File: src/rtl/bit_serial_alu_seq.sv
// bit_serial_alu_seq: runs one 1-bit ALU slice LSB-first over WIDTH cycles.
// Supported ops: AND, OR, ADD/SUB and SLT, with binv and an initial carry-in.
// Optional abort input is enabled by defining BSALU_ABORT_EN.

// One-bit ALU slice (AND/OR/ADD/SUB/SLT with binv + less)
module bsalu_slice (
  input  logic       a,
  input  logic       b,
  input  logic       cin,
  input  logic       binv,
  input  logic       less,
  input  logic [1:0] sel,
  output logic       res,
  output logic       cout,
  output logic       set
);
  logic bmux, g, p;

  // slice datapath: generate/propagate, sum and carry, result select
  always_comb begin
    bmux = binv ? ~b : b;
    g    = a & bmux;
    p    = a | bmux;
    set  = a ^ bmux ^ cin;
    cout = (a & bmux) | (a & cin) | (bmux & cin);
    case (sel)
      2'b00:   res = g;
      2'b01:   res = p;
      2'b10:   res = set;
      default: res = less;
    endcase
  end
endmodule

module bit_serial_alu_seq #(
  parameter int WIDTH = 32
) (
  input  logic             clk,
  input  logic             rst_n,
  input  logic             start,
  input  logic [2:0]       op,
  input  logic [WIDTH-1:0] a,
  input  logic [WIDTH-1:0] b,
  output logic             busy,
  output logic             done,
  output logic [WIDTH-1:0] result,
  output logic             zero,
  output logic             overflow
`ifdef BSALU_ABORT_EN
  ,
  input  logic             abort
`endif
);
  localparam int CW = (WIDTH > 2) ? $clog2(WIDTH) : 1;
  localparam logic [CW-1:0] LAST = CW'(WIDTH - 1);

  typedef enum logic [1:0] {S_IDLE, S_RUN, S_DONE} state_t;

  state_t           state_q, state_d;
  logic [WIDTH-1:0] a_sh_q, a_sh_d, b_sh_q, b_sh_d, res_sh_q, res_sh_d;
  logic [2:0]       op_q, op_d;
  logic             carry_q, carry_d;
  logic [CW-1:0]    cnt_q, cnt_d;
  logic             busy_q, busy_d, done_q, done_d;
  logic [WIDTH-1:0] result_q, result_d;
  logic             zero_q, zero_d, ovf_q, ovf_d;
  logic [WIDTH-1:0] fin;
  logic             s_res, s_cout, s_set, abort_w;

`ifdef BSALU_ABORT_EN
  assign abort_w = abort;
`else
  assign abort_w = 1'b0;
`endif

  bsalu_slice u_slice (
    .a    (a_sh_q[0]),
    .b    (b_sh_q[0]),
    .cin  (carry_q),
    .binv (op_q[2]),
    .less (1'b0),
    .sel  (op_q[1:0]),
    .res  (s_res),
    .cout (s_cout),
    .set  (s_set)
  );

  // next-state: accept, serial bit steps, and final result/flag capture on the MSB pass
  always_comb begin
    state_d  = state_q;
    a_sh_d   = a_sh_q;
    b_sh_d   = b_sh_q;
    res_sh_d = res_sh_q;
    op_d     = op_q;
    carry_d  = carry_q;
    cnt_d    = cnt_q;
    busy_d   = busy_q;
    done_d   = 1'b0;
    result_d = result_q;
    zero_d   = zero_q;
    ovf_d    = ovf_q;
    fin      = {s_res, res_sh_q[WIDTH-1:1]};
    // SLT: the MSB set bit is the raw sign of A-B, patched into bit 0
    if (op_q[1:0] == 2'b11) fin[0] = s_set;
    case (state_q)
      S_IDLE: begin
        if (start) begin
          a_sh_d   = a;
          b_sh_d   = b;
          op_d     = op;
          carry_d  = op[2];
          cnt_d    = '0;
          res_sh_d = '0;
          busy_d   = 1'b1;
          state_d  = S_RUN;
        end
      end
      S_RUN: begin
        if (abort_w) begin
          busy_d  = 1'b0;
          state_d = S_IDLE;
        end else begin
          res_sh_d = {s_res, res_sh_q[WIDTH-1:1]};
          carry_d  = s_cout;
          a_sh_d   = a_sh_q >> 1;
          b_sh_d   = b_sh_q >> 1;
          cnt_d    = cnt_q + 1'b1;
          // result registers load here so they are valid for the whole done cycle
          if (cnt_q == LAST) begin
            result_d = fin;
            zero_d   = (fin == '0);
            ovf_d    = (op_q[1:0] == 2'b10) ? (carry_q ^ s_cout) : 1'b0;
            done_d   = 1'b1;
            state_d  = S_DONE;
          end
        end
      end
      S_DONE: begin
        busy_d  = 1'b0;
        state_d = S_IDLE;
      end
      default: begin
        busy_d  = 1'b0;
        state_d = S_IDLE;
      end
    endcase
  end

  // state and registered outputs
  always_ff @(posedge clk or negedge rst_n) begin
    if (!rst_n) begin
      state_q  <= S_IDLE;
      a_sh_q   <= '0;
      b_sh_q   <= '0;
      res_sh_q <= '0;
      op_q     <= '0;
      carry_q  <= 1'b0;
      cnt_q    <= '0;
      busy_q   <= 1'b0;
      done_q   <= 1'b0;
      result_q <= '0;
      zero_q   <= 1'b0;
      ovf_q    <= 1'b0;
    end else begin
      state_q  <= state_d;
      a_sh_q   <= a_sh_d;
      b_sh_q   <= b_sh_d;
      res_sh_q <= res_sh_d;
      op_q     <= op_d;
      carry_q  <= carry_d;
      cnt_q    <= cnt_d;
      busy_q   <= busy_d;
      done_q   <= done_d;
      result_q <= result_d;
      zero_q   <= zero_d;
      ovf_q    <= ovf_d;
    end
  end

  assign busy     = busy_q;
  assign done     = done_q;
  assign result   = result_q;
  assign zero     = zero_q;
  assign overflow = ovf_q;
endmodule

File: config.mk
export PLATFORM = sky130hd
export DESIGN_NAME = bit_serial_alu_seq
export DESIGN_NICKNAME = d
export VERILOG_FILES = /design/src/rtl/bit_serial_alu_seq.sv
export SDC_FILE = /design/constraint.sdc
export NUM_CORES = 1
export LEC_CHECK = 0
export ABC_AREA = 1
export CAP_MARGIN = 40
export CORE_ASPECT_RATIO = 0.5
export CORE_MARGIN = 2
export CORE_UTILIZATION = 50
export DETAILED_ROUTE_END_ITERATION = 10
export PLACE_DENSITY = 0.76
export SLEW_MARGIN = 25
export SYNTH_ARGS = -nofsm -noshare
export SYNTH_HDL_FRONTEND = slang
export SYNTH_SLANG_ARGS = --single-unit
export TNS_END_PERCENT = 30
File: constraint.sdc
create_clock -name clk -period 2.1 [get_ports clk]
set_input_delay 0.315 -clock clk [delete_from_list [all_inputs] [get_ports clk]]
set_output_delay 0.315 -clock clk [all_outputs]
set_load 0.005 [all_outputs]
==> results of run 1 <==
-- where the power goes --
group | internal (W) | leakage (nW) | total (W) | switching [W]
clock | 0.00179 | 0.287 | 0.00303 | 0.00123
combinational | 0.00205 | 1.54 | 0.00458 | 0.00252
sequential | 0.00392 | 1.73 | 0.00454 | 0.000619
-- Yosys cell counts (all sizes together) --
cell,n
o21a,1
fa,1
nand2,63
ha,4
nand3,4
o22ai,93
nor2,26
o221ai,1
clkbuf,6
buf,27
xor2,3
a21oi,64
dfrtp,142
a22o,4
inv,105
o21ai,39
-- through the flow --
step / hold slack (ns) / util [%] / area, um^2 / setup WS, ns / instances
after global routing: 0.416 / 68.7 / 7700 / 0.141 / 858
after floorplan: 0.0194 / - / 5870 / 0.455 / 583
final: 0.377 / 68.7 / 7700 / 0.314 / 858
after CTS: 0.380 / 68.7 / 7700 / 0.308 / 858
after global placement: 0.250 / 63.2 / 7090 / 0.227 / 825
after detailed placement: 0.252 / 63.2 / 7090 / 0.206 / 825
-- cell type report --
class / count / share of cell area, %
Sequential cell: 142 / 46.1
Multi-Input combinational cell: 303 / 22.5
Timing Repair Buffer: 117 / 15.8
Clock buffer: 17 / 5.52
Inverter: 105 / 5.12
Tap cell: 159 / 2.58
Clock inverter: 15 / 2.31
-- per-layer routing --
| metal | GRT usage (%) | part of all wire [%] |
|---|---|---|
| met1 | 28.9 | 47 |
| met2 | 33.1 | 49 |
| met3 | 4.37 | 3.3 |
| met4 | 7.09 | 0.43 |
| met5 | 0 | 0 |
-- worst reg2reg max path, cell delays in order, from the launching register on --
cell and delay (ns):
dfrtp_1 0.38, xor2_1 0.20, inv_1 0.11, fa_1 0.51, inv_1 0.05, nand3_1 0.08
o21ai_0 0.15, nor2_1 0.13, nand2_1 0.06, nand2_1 0.05
-- logic make-up after synthesis --
kind of cell / after synthesis
and+or+nand+nor: 93
xor gates and xnor gates: 3
AOI/OAI and AO/OA: 202
DFF: 142
adders and majority gates: 5
buffers and inverters: 138
-- flip-flops by register name, indices dropped and copies added (netlist names) --
name	flops
state_q	2
a_sh_q	32
b_sh_q	32
busy	1
done	1
zero	1
res_sh_q	31
result	32
op_q	3
cnt_q	5
overflow	1
carry_q	1
-- how the worst max path moves through the flow --
stage / endpoint / slack, ns
after global routing: zero$_DFFE_PN0P_ / 0.14
after detailed placement: a_sh_q[11]$_DFFE_PN0P_ / 0.21
after CTS: zero$_DFFE_PN0P_ / 0.31
after global placement: b_sh_q[30]$_DFFE_PN0P_ / 0.23
after floorplan: zero$_DFFE_PN0P_ / 0.46
final: zero$_DFFE_PN0P_ / 0.31
==> qor.csv, run 1 <==
stage,metric,value,unit
die,Die Area,12700,um^2
cells_and_area,most frequent cells in the layout,"dfrtp_1 (142), clkdlybuf4s50_1 (104), inv_1 (102)",
pwr,Max VDD drop,0.655,mV
cts,"Clk Latency, worst-skew pair",0.41,ns
critical_path,CP arrival,2.13,ns
synth,register area share after synthesis,60.6,%
global_routing,initial antenna violation count,0,
cells_and_area,antenna diode count,0,
cts,htree depth,4,
global_routing,pin count of the biggest net entering global routing,66,
critical_path,Critical R2R Capture,zero$_DFFE_PN0P_,
synth,largest family of logic cells by synthesized area,compound AO/OA/AOI/OAI gates,
global_routing,global route overflow,0,
global_routing,Total Routing Usage GR,20.9,%
critical_path,CP peak stage delay,0.51,ns
synth,xor/xnor share of the synthesized area,0.448,%
pwr,Leak,3.55,nW
synth,"area leader, netlist",dfrtp_1,
sta,Worst slew margin,59.2,%
synth,Synth Warn #,0,
synth,Avg Inst Size Synth,10.1,um^2
detailed_routing,Vias/cell,5.05,
synth,Synth area leaders,"dfrtp_1 (61%), o22ai_1 (9.9%), inv_1 (6.5%), a21oi_2 (4.5%), nand2_1 (3.8%)",
detailed_routing,number of remaining DRC errors,0,
die,Die Ht,80.6,um
detailed_routing,Iter 0 DRT Violations,282,
die,initial core utilization,52.3,%
cts,Post CTS Setup Buffer Count,0,
cells_and_area,Layout area overhead,31.3,%
die,num rows,27,
placed_design,Placer Congestion,0.752,
sta,"Hold Violations, Final",0,
critical_path,critical path cell sequence,"xor2_1, inv_1, fa_1, inv_1, nand3_1, o21ai_0, nor2_1, nand2_1, nand2_1",
detailed_routing,Post-Route WL,12.2,mm
synth,Cells after Synth,583,
sta,Max Fclk,560,MHz
synth,post-synthesis mux area share,0,%
critical_path,Worst Path Required,2.44,ns
die,core box area,11200,um^2
pwr,post-layout power,0.0121,W
placed_design,buffers added on ports,105,
cells_and_area,share of cells above drive strength 1,11.7,%
status,status,completed,
critical_path,cells on worst reg2reg path,9,
sta,Tmin final,1.79,ns
detailed_routing,1st-pass router iterations,5,
detailed_routing,vias,4335,
critical_path,largest delay contributor family on the critical path,adder cells,
synth,register bit count reported by yosys,142,
critical_path,crit path capture type,register,
critical_path,Critical R2R Launch,op_q[2]$_DFFE_PN0P_,
die,Die W,157,um
synth,Synth Area in Compound Gates,21.5,%
placed_design,Final HPWL DP,7.98,mm
sta,worst slew pin tran,0.611,ns
critical_path,crit path launch type,register,
critical_path,CP Class,reg2reg,
synth,Adder-Cell Fraction of Synth Area,1.19,%
sta,Slew Limit Fails,0,
synth,Yosys cell types,26,
synth,Mapped Area,5870,um^2
cells_and_area,FILL cells,876,
cts,CTS tree,done,
cts,CTS Buf Count,17,
cells_and_area,flip-flop and latch area,3550,um^2
detailed_routing,DRT antenna net count,0,
cts,Clock transition at path regs,0.06,ns
cells_and_area,multi-input logic area,1730,um^2
cells_and_area,Final nets,761,
cells_and_area,"commonest non-fill, non-tap cell in the layout",dfrtp_1,
global_routing,first-pass GRT wire length,20.5,mm
cts,hold buffer count at CTS,1,
cts,Sink Count,142,
critical_path,crit-path max FO,3,
pwr,Pwr Density,1580,nW/um^2
cts,root buffer cell,clkbuf_16,
cts,PostCTS Resize Cnt,0,
detailed_routing,DR WL/cell,14.2,um
cts,Max clock buf depth,2,
worst_hold_path,HP Class,in2async,
critical_path,reg2reg setup slack,0.31,ns
global_routing,vias in the first global route,4264,
run,max cap viols,0,
critical_path,slowest CP cell,fa_1,
sta,unrepaired setup endpoints after global routing,no,
synth,area share of the largest cell type after synthesis,60.6,%
critical_path,crit path from,op_q[2]$_DFFE_PN0P_,
synth,Post-Synth Simple-Gate Area,6.38,%
sta,Clock Skew,0.00700,ns
critical_path,buffers plus inverters on the worst setup path,2,
synth,syn nets,658,
die,I/O pin cnt,106,
critical_path,critical path depth,9,
sta,period utilization,85.0,%
sta,setup TNS,0,ns
sta,Final Setup Violations,0,
(Power assumes the default switching activity.)
==> inputs of run 2 (changes only) <==
- PLACE_DENSITY: 0.76 -> 0.75
- SYNTH_HIERARCHICAL: not set -> 1
- TNS_END_PERCENT: 30 -> 50
==> qor.csv, run 2 <==
stage,metric,value,unit,change
status,status,completed,,unchanged
synth,"EDFF count, synth",0,,unchanged
synth,fraction of registers with async set/reset,100,%,unchanged
synth,syn nets,808,,was 658
critical_path,Critical R2R Launch,cnt_q[0]$_DFFE_PN0P_,,was op_q[2]$_DFFE_PN0P_
global_routing,first-pass GRT wire length,21.7,mm,was 20.5 mm
detailed_routing,1st-pass router iterations,5,,unchanged
worst_hold_path,HP Class,in2async,,unchanged
critical_path,CP Class,reg2reg,,unchanged
detailed_routing,Vias/cell,4.89,,was 5.05
cells_and_area,Layout Utilization,66.3,%,was 68.7%
critical_path,crit path capture type,register,,unchanged
synth,Mapped Area,6260,um^2,was 5870 um^2
sta,worst slew pin tran,0.548,ns,was 0.611 ns
sta,Tmin final,1.87,ns,was 1.79 ns
die,Die Ht,83.1,um,was 80.6 um
critical_path,largest delay contributor family on the critical path,simple AND/OR/NAND/NOR gates,,was adder cells
detailed_routing,vias,4906,,was 4335
sta,Clock Skew,0.00827,ns,was 0.00700 ns
critical_path,buffers plus inverters on the worst setup path,1,,was 2
detailed_routing,DRT antenna net count,0,,unchanged
placed_design,DP Area,7390,um^2,was 7090 um^2
global_routing,initial antenna violation count,0,,unchanged
placed_design,Final HPWL DP,8.17,mm,was 7.98 mm
detailed_routing,Post-Route WL,12.3,mm,was 12.2 mm
detailed_routing,number of remaining DRC errors,0,,unchanged
critical_path,crit path from,cnt_q[0]$_DFFE_PN0P_,,was op_q[2]$_DFFE_PN0P_
critical_path,CP Capture Point,result[21]$_DFFE_PN0P_,,was zero$_DFFE_PN0P_
die,core box area,12000,um^2,was 11200 um^2
die,num rows,28,,was 27
cts,CTS tree,done,,unchanged
critical_path,critical path cell sequence,"ha_1, nand2_1, nor2_1, ha_1, nand3_2, buf_4, nand2_1, o21ai_0",,"was xor2_1, inv_1, fa_1, inv_1, nand3_1, o21ai_0, nor2_1, nand2_1, nand2_1"
placed_design,buffers added on ports,105,,unchanged
cts,CTS Buf Count,17,,unchanged
cts,PostCTS Resize Cnt,0,,unchanged
die,I/O pin cnt,106,,unchanged
cts,htree depth,4,,unchanged
detailed_routing,Iter 0 DRT Violations,311,,was 282
synth,"area leader, netlist",dfrtp_1,,unchanged
cts,"Clk Latency, worst-skew pair",0.40,ns,was 0.41 ns
sta,Max Fclk,535,MHz,was 560 MHz
cells_and_area,Final nets,901,,was 761
critical_path,CP arrival,2.14,ns,was 2.13 ns
cells_and_area,share of cells above drive strength 1,5.72,%,was 11.7%
detailed_routing,DR WL/cell,12.3,um,was 14.2 um
sta,Final Setup Violations,0,,unchanged
synth,area share of the largest cell type after synthesis,56.8,%,was 60.6%
global_routing,vias in the first global route,4769,,was 4264
placed_design,Placer Congestion,0.780,,was 0.752
cells_and_area,fin area,7970,um^2,was 7700 um^2
synth,Cells after Synth,733,,was 583
cells_and_area,antenna diode count,0,,unchanged
cts,Sink Count,142,,unchanged
cts,Max clock buf depth,2,,unchanged
cells_and_area,multi-input logic area,2040,um^2,was 1730 um^2
sta,period utilization,89.0,%,was 85.0%
sta,unrepaired setup endpoints after global routing,no,,unchanged
sta,Slew Limit Fails,0,,unchanged
synth,Synth area leaders,"dfrtp_1 (57%), nand2_1 (12%), o21ai_0 (11%), inv_1 (6.5%), o22ai_1 (2.9%)",,"was dfrtp_1 (61%), o22ai_1 (9.9%), inv_1 (6.5%), a21oi_2 (4.5%), nand2_1 (3.8%)"
cts,Clock transition at path regs,0.06,ns,about the same
pwr,Max VDD drop,0.970,mV,was 0.655 mV
critical_path,cells on worst reg2reg path,8,,was 9
cells_and_area,FILL cells,1029,,was 876
cts,Post CTS Setup Buffer Count,0,,unchanged
die,initial core utilization,52.1,%,was 52.3%
critical_path,Worst Path Required,2.37,ns,was 2.44 ns
critical_path,crit path launch type,register,,unchanged
placed_design,total placed cells including tap cells,971,,was 825
cells_and_area,"commonest non-fill, non-tap cell in the layout",nand2_1,,was dfrtp_1
critical_path,CP peak stage delay,0.42,ns,was 0.51 ns
synth,register bit count reported by yosys,142,,unchanged
pwr,Leak,3.74,nW,was 3.55 nW
cts,root buffer cell,clkbuf_16,,unchanged
cells_and_area,Layout area overhead,27.2,%,was 31.3%
global_routing,global route overflow,0,,unchanged
synth,Avg Inst Size Synth,8.54,um^2,was 10.1 um^2
synth,Synth Warn #,6,,was 0
pwr,Pwr Density,1380,nW/um^2,was 1580 nW/um^2
sta,"Hold Violations, Final",0,,unchanged
cts,hold buffer count at CTS,1,,unchanged
global_routing,Total Routing Usage GR,19.6,%,was 20.9%
critical_path,critical path depth,8,,was 9
synth,most common cell in the netlist,nand2_1,,was dfrtp_1
synth,main flop type after synthesis,dfrtp_1,,unchanged
sta,setup TNS,0,ns,unchanged
global_routing,pin count of the biggest net entering global routing,80,,was 66
critical_path,Critical R2R Capture,result[21]$_DFFE_PN0P_,,was zero$_DFFE_PN0P_
synth,synth cell count leaders,"nand2_1 (201), dfrtp_1 (142), o21ai_0 (133), inv_1 (108), o22ai_1 (29)",,"was dfrtp_1 (142), inv_1 (102), o22ai_1 (93), nand2_1 (60), a21oi_1 (34)"
synth,register area share after synthesis,56.8,%,was 60.6%
cells_and_area,flip-flop and latch area,3550,um^2,unchanged
critical_path,reg2reg setup slack,0.23,ns,was 0.31 ns
critical_path,crit-path max FO,42,,was 3
synth,Yosys cell types,23,,was 26
cells_and_area,fin cells,1004,,was 858
run,max cap viols,0,,unchanged
die,Die W,162,um,was 157 um
critical_path,slowest CP cell,dfrtp_1,,was fa_1
die,Die Area,13500,um^2,was 12700 um^2
sta,Worst slew margin,63.4,%,was 59.2%
cells_and_area,most frequent cells in the layout,"nand2_1 (201), dfrtp_1 (142), o21ai_0 (133)",,"was dfrtp_1 (142), clkdlybuf4s50_1 (104), inv_1 (102)"
## run 2: cell types whose count changed in the layout (fill, tap and decap cells not counted), sizes merged, moves of 3 or more
cell | previous run | this run
o22ai | 93 | 29
a21oi | 64 | 3
nand4 | 0 | 3
xor2 | 3 | 0
clkinv | 3 | 6
nand2 | 63 | 203
nand3 | 4 | 8
inv | 112 | 117
o21ai | 39 | 160
## run 2: cell type report
cell class | instances | area share [%]
clock buffers | 18 | 5.51
multi-input cells | 440 | 25.6
flip-flops and latches | 142 | 44.6
well taps | 165 | 2.59
inverters | 110 | 5.18
repair buffers | 115 | 15.0
clock inverters | 14 | 1.54
## run 2: worst min path at each step
stage                                   endpoint  slack, ns  depth (start not counted)
after floorplan            a_sh_q[0]$_DFFE_PN0P_       0.02                          0
after global placement    b_sh_q[12]$_DFFE_PN0P_       0.32                          1
after detailed placement  b_sh_q[11]$_DFFE_PN0P_       0.32                          1
after CTS                 a_sh_q[16]$_DFFE_PN0P_       0.46                          2
after global routing         op_q[0]$_DFFE_PN0P_       0.45                          3
final                     b_sh_q[13]$_DFFE_PN0P_       0.45                          2
## run 2: metrics by stage
| stage | hold slack (ns) | setup WS [ns] | total power [W] |
|---|---|---|---|
| final | 0.452 | 0.230 | 0.0110 |
| after global routing | 0.452 | 0.00298 | 0.0120 |
| after CTS | 0.457 | 0.238 | 0.0111 |
| after detailed placement | 0.320 | 0.256 | 0.00826 |
| after global placement | 0.321 | 0.303 | 0.00808 |
| after floorplan | 0.0194 | 0.389 | 0.00708 |
## run 2: logic make-up (layout without fill, tap and decap cells)
family	count (synthesis)	count (layout)	synth area share (%)
and+or+nand+nor	239	239	14.8
AOI/OAI and AO/OA	194	194	16.2
DFF	142	142	56.8
xor gates and xnor gates	1	1	0.140
adders and majority gates	5	5	1.12
other	1	1	0.0599
buffers and inverters	151	257	10.9
## run 2: layer usage
layer	up-vias	part of all wire [%]	track usage, %
met5	-	0	0
met4	0	1.0	5.47
met3	10	3.1	3.95
met2	87	48	32.5
met1	2298	47	26.5
li1	2511	-	-
## run 2: where the power goes
part / total, W / internal, W / switching [W]
clock: 0.00281 / 0.00158 / 0.00123
combinational: 0.00393 / 0.00165 / 0.00228
sequential: 0.00428 / 0.00381 / 0.000473
==> inputs of run 3 (changes only) <==
- ABC_AREA: 1 -> not set
==> qor.csv, run 3 <==
stage,metric,value,unit,change
status,status,finished with violations,,was completed
status,violated checks,setup timing,,
synth,fraction of registers with async set/reset,100,%,unchanged
cells_and_area,share of cells above drive strength 1,12.7,%,was 5.72%
critical_path,critical path depth,8,,unchanged
global_routing,Total Routing Usage GR,21.6,%,was 19.6%
cells_and_area,most frequent cells in the layout,"nand2_1 (207), dfrtp_1 (142), clkdlybuf4s50_1 (104)",,"was nand2_1 (201), dfrtp_1 (142), o21ai_0 (133)"
detailed_routing,DR WL/cell,14.5,um,was 12.3 um
synth,area share of the largest cell type after synthesis,58.4,%,was 56.8%
cts,Clock transition at path regs,0.06,ns,about the same
cells_and_area,antenna diode count,0,,unchanged
sta,"Hold Violations, Final",0,,unchanged
detailed_routing,Post-Route M1 WL,6.21,mm,was 5.86 mm
synth,Synth Area in Compound Gates,7.45,%,was 16.2%
synth,"EDFF count, synth",0,,unchanged
sta,period utilization,109,%,was 89.0%
die,num rows,28,,unchanged
placed_design,Placer Congestion,0.760,,was 0.780
critical_path,CP Class,reg2reg,,unchanged
critical_path,crit-path most repeated cell,inv_1,,
synth,most common cell in the netlist,nand2_1,,unchanged
critical_path,crit path launch type,register,,unchanged
detailed_routing,1st-pass router iterations,4,,was 5
placed_design,Final HPWL DP,8.51,mm,was 8.17 mm
critical_path,cells on worst reg2reg path,8,,unchanged
die,core box area,11800,um^2,was 12000 um^2
placed_design,buffers added on ports,105,,unchanged
synth,Post-Synth Simple-Gate Area,21.8,%,was 14.8%
placed_design,DP Worst Slack,-0.282,ns,was 0.256 ns
detailed_routing,number of remaining DRC errors,0,,unchanged
global_routing,initial antenna violation count,0,,unchanged
sta,Slew Limit Fails,0,,unchanged
critical_path,reg2reg setup slack,-0.19,ns,was 0.23 ns
cts,htree depth,4,,unchanged
synth,Cells after Synth,637,,was 733
synth,Adder-Cell Fraction of Synth Area,1.15,%,was 1.12%
synth,xor/xnor share of the synthesized area,0.432,%,was 0.140%
synth,register area share after synthesis,58.4,%,was 56.8%
die,Die Ht,82.0,um,was 83.1 um
synth,syn nets,712,,was 808
synth,Yosys cell types,33,,was 23
detailed_routing,Post-Route WL,13.3,mm,was 12.3 mm
pwr,Max VDD drop,0.759,mV,was 0.970 mV
detailed_routing,vias,4786,,was 4906
critical_path,Worst Path Required,2.40,ns,was 2.37 ns
synth,largest family of logic cells by synthesized area,simple AND/OR/NAND/NOR gates,,was compound AO/OA/AOI/OAI gates
sta,Clock Skew,0.00904,ns,was 0.00827 ns
synth,"area leader, netlist",dfrtp_1,,unchanged
sta,Hold Worst Slack,0.392,ns,was 0.452 ns
sta,setup TNS,-0.522,ns,was 0 ns
cts,CTS tree,done,,unchanged
cells_and_area,FILL cells,972,,was 1029
cells_and_area,multi-input logic area,2300,um^2,was 2040 um^2
critical_path,slowest CP cell,fa_1,,was dfrtp_1
detailed_routing,met3 wire len,551,um,was 377 um
worst_hold_path,HP Class,in2async,,unchanged
detailed_routing,DRT antenna net count,0,,unchanged
global_routing,global route overflow,0,,unchanged
cells_and_area,Final nets,817,,was 901
run,max cap viols,0,,unchanged
synth,register bit count reported by yosys,142,,unchanged
cts,CTS Buf Count,17,,unchanged
cells_and_area,flip-flop and latch area,3550,um^2,unchanged
critical_path,largest delay contributor family on the critical path,multiplexers,,was simple AND/OR/NAND/NOR gates
sta,fin worst setup slack,-0.193,ns,was 0.230 ns
sta,Tmin final,2.29,ns,was 1.87 ns
die,Die Area,13100,um^2,was 13500 um^2
global_routing,first-pass GRT wire length,22.3,mm,was 21.7 mm
global_routing,vias in the first global route,4532,,was 4769
cells_and_area,Layout area overhead,31.3,%,was 27.2%
cells_and_area,fin area,7990,um^2,was 7970 um^2
critical_path,crit path capture type,register,,unchanged
cts,Sink Count,142,,unchanged
pwr,Leak,3.58,nW,was 3.74 nW
global_routing,pin count of the biggest net entering global routing,58,,was 80
synth,Mapped Area,6080,um^2,was 6260 um^2
die,I/O pin cnt,106,,unchanged
sta,unrepaired setup endpoints after global routing,yes,,was no
critical_path,CP peak stage delay,0.49,ns,was 0.42 ns
critical_path,critical path cell sequence,"xor2_1, inv_1, fa_1, inv_1, mux4_2, buf_4, buf_6, mux2_2",,"was ha_1, nand2_1, nor2_1, ha_1, nand3_2, buf_4, nand2_1, o21ai_0"
die,Die W,160,um,was 162 um
cells_and_area,"commonest non-fill, non-tap cell in the layout",nand2_1,,unchanged
synth,main flop type after synthesis,dfrtp_1,,unchanged
pwr,post-layout power,0.0121,W,was 0.0110 W
critical_path,buffers plus inverters on the worst setup path,4,,was 1
synth,synth cell count leaders,"nand2_1 (207), dfrtp_1 (142), nor2_1 (63), a31oi_1 (62), nand3_1 (39)",,"was nand2_1 (201), dfrtp_1 (142), o21ai_0 (133), inv_1 (108), o22ai_1 (29)"
placed_design,DP Area,7340,um^2,was 7390 um^2
critical_path,crit-path max FO,2,,was 42
synth,post-synthesis mux area share,6.46,%,was 0%
detailed_routing,Vias/cell,5.21,,was 4.89
critical_path,crit path from,op_q[2]$_DFFE_PN0P_,,was cnt_q[0]$_DFFE_PN0P_
synth,Synth area leaders,"dfrtp_1 (58%), nand2_1 (13%), a31oi_1 (6.4%), mux2_2 (5.9%), nor2_1 (3.9%)",,"was dfrtp_1 (57%), nand2_1 (12%), o21ai_0 (11%), inv_1 (6.5%), o22ai_1 (2.9%)"
detailed_routing,Iter 0 DRT Violations,274,,was 311
critical_path,CP arrival,2.60,ns,was 2.14 ns
detailed_routing,met2 routed WL,6.43,mm,was 5.98 mm
critical_path,Critical R2R Capture,result[31]$_DFFE_PN0P_,,was result[21]$_DFFE_PN0P_
pwr,Pwr Density,1520,nW/um^2,was 1380 nW/um^2
die,initial core utilization,51.3,%,was 52.1%
sta,Max Fclk,436,MHz,was 535 MHz
sta,Final Setup Violations,3,,was 0
cts,root buffer cell,clkbuf_16,,unchanged
synth,Synth Warn #,6,,unchanged
critical_path,Critical R2R Launch,op_q[2]$_DFFE_PN0P_,,was cnt_q[0]$_DFFE_PN0P_
synth,Avg Inst Size Synth,9.54,um^2,was 8.54 um^2
detailed_routing,max layer used,met4,,unchanged
cts,"Clk Latency, worst-skew pair",0.42,ns,was 0.40 ns
cts,Max clock buf depth,2,,unchanged
run 3: cell types whose count changed after synthesis, sizes merged, moves of 15 or more:
cell	before	now
o21ai	160	4
inv	110	9
a31oi	0	62
nor2	24	63
mux2	0	32
nand3	8	39
o22ai	29	0
clkbuf	5	20
run 3: timing repair:
action	CTS	global route
setup endpoints to repair	1	4
gates cloned	0	0
gates resized for setup	1	3
setup buffers	2	3
hold buffers	1	0
endpoints found under the hold margin	42	0
pin swaps	2	1
run 3: kinds of logic (layout without fill, tap and decap cells):
kind of cell | after synthesis | count (layout)
xor gates and xnor gates | 3 | 3
AOI/OAI and AO/OA | 72 | 72
buffers and inverters | 54 | 171
muxes | 34 | 34
adders and majority gates | 5 | 5
and+or+nand+nor | 326 | 326
other | 1 | 1
DFF | 142 | 142
run 3: routing by layer:
metal	vias to the layer above	GRT usage, %
met5	-	0
met1	2324	28.6
met4	0	7.21
met2	115	36.1
li1	2340	-
met3	7	4.95
run 3: cell type report:
class,count,area share (%)
inverters,9,0.423
well taps,165,2.59
clock buffers,17,5.33
flip-flops and latches,142,44.5
multi-input cells,441,28.8
repair buffers,131,16.4
clock inverters,14,1.97
run 3: worst max-delay path by stage:
stage / end
global route: zero$_DFFE_PN0P_
CTS: zero$_DFFE_PN0P_
detailed placement: zero$_DFFE_PN0P_
global placement: zero$_DFFE_PN0P_
floorplan: zero$_DFFE_PN0P_
finish: result[31]$_DFFE_PN0P_
run 3: power breakdown:
| group | switching (W) | internal, W |
|---|---|---|
| clock network | 0.00121 | 0.00176 |
| logic | 0.00224 | 0.00213 |
| registers | 0.000830 | 0.00395 |
| total | 0.00429 | 0.00785 |
run 3: per-stage QoR:
stage                     util, %  std cells
after floorplan                 -        637
after global placement       62.0        882
after detailed placement     62.0        882
after CTS                    67.1        916
after global routing         67.4        919
final                        67.4        919
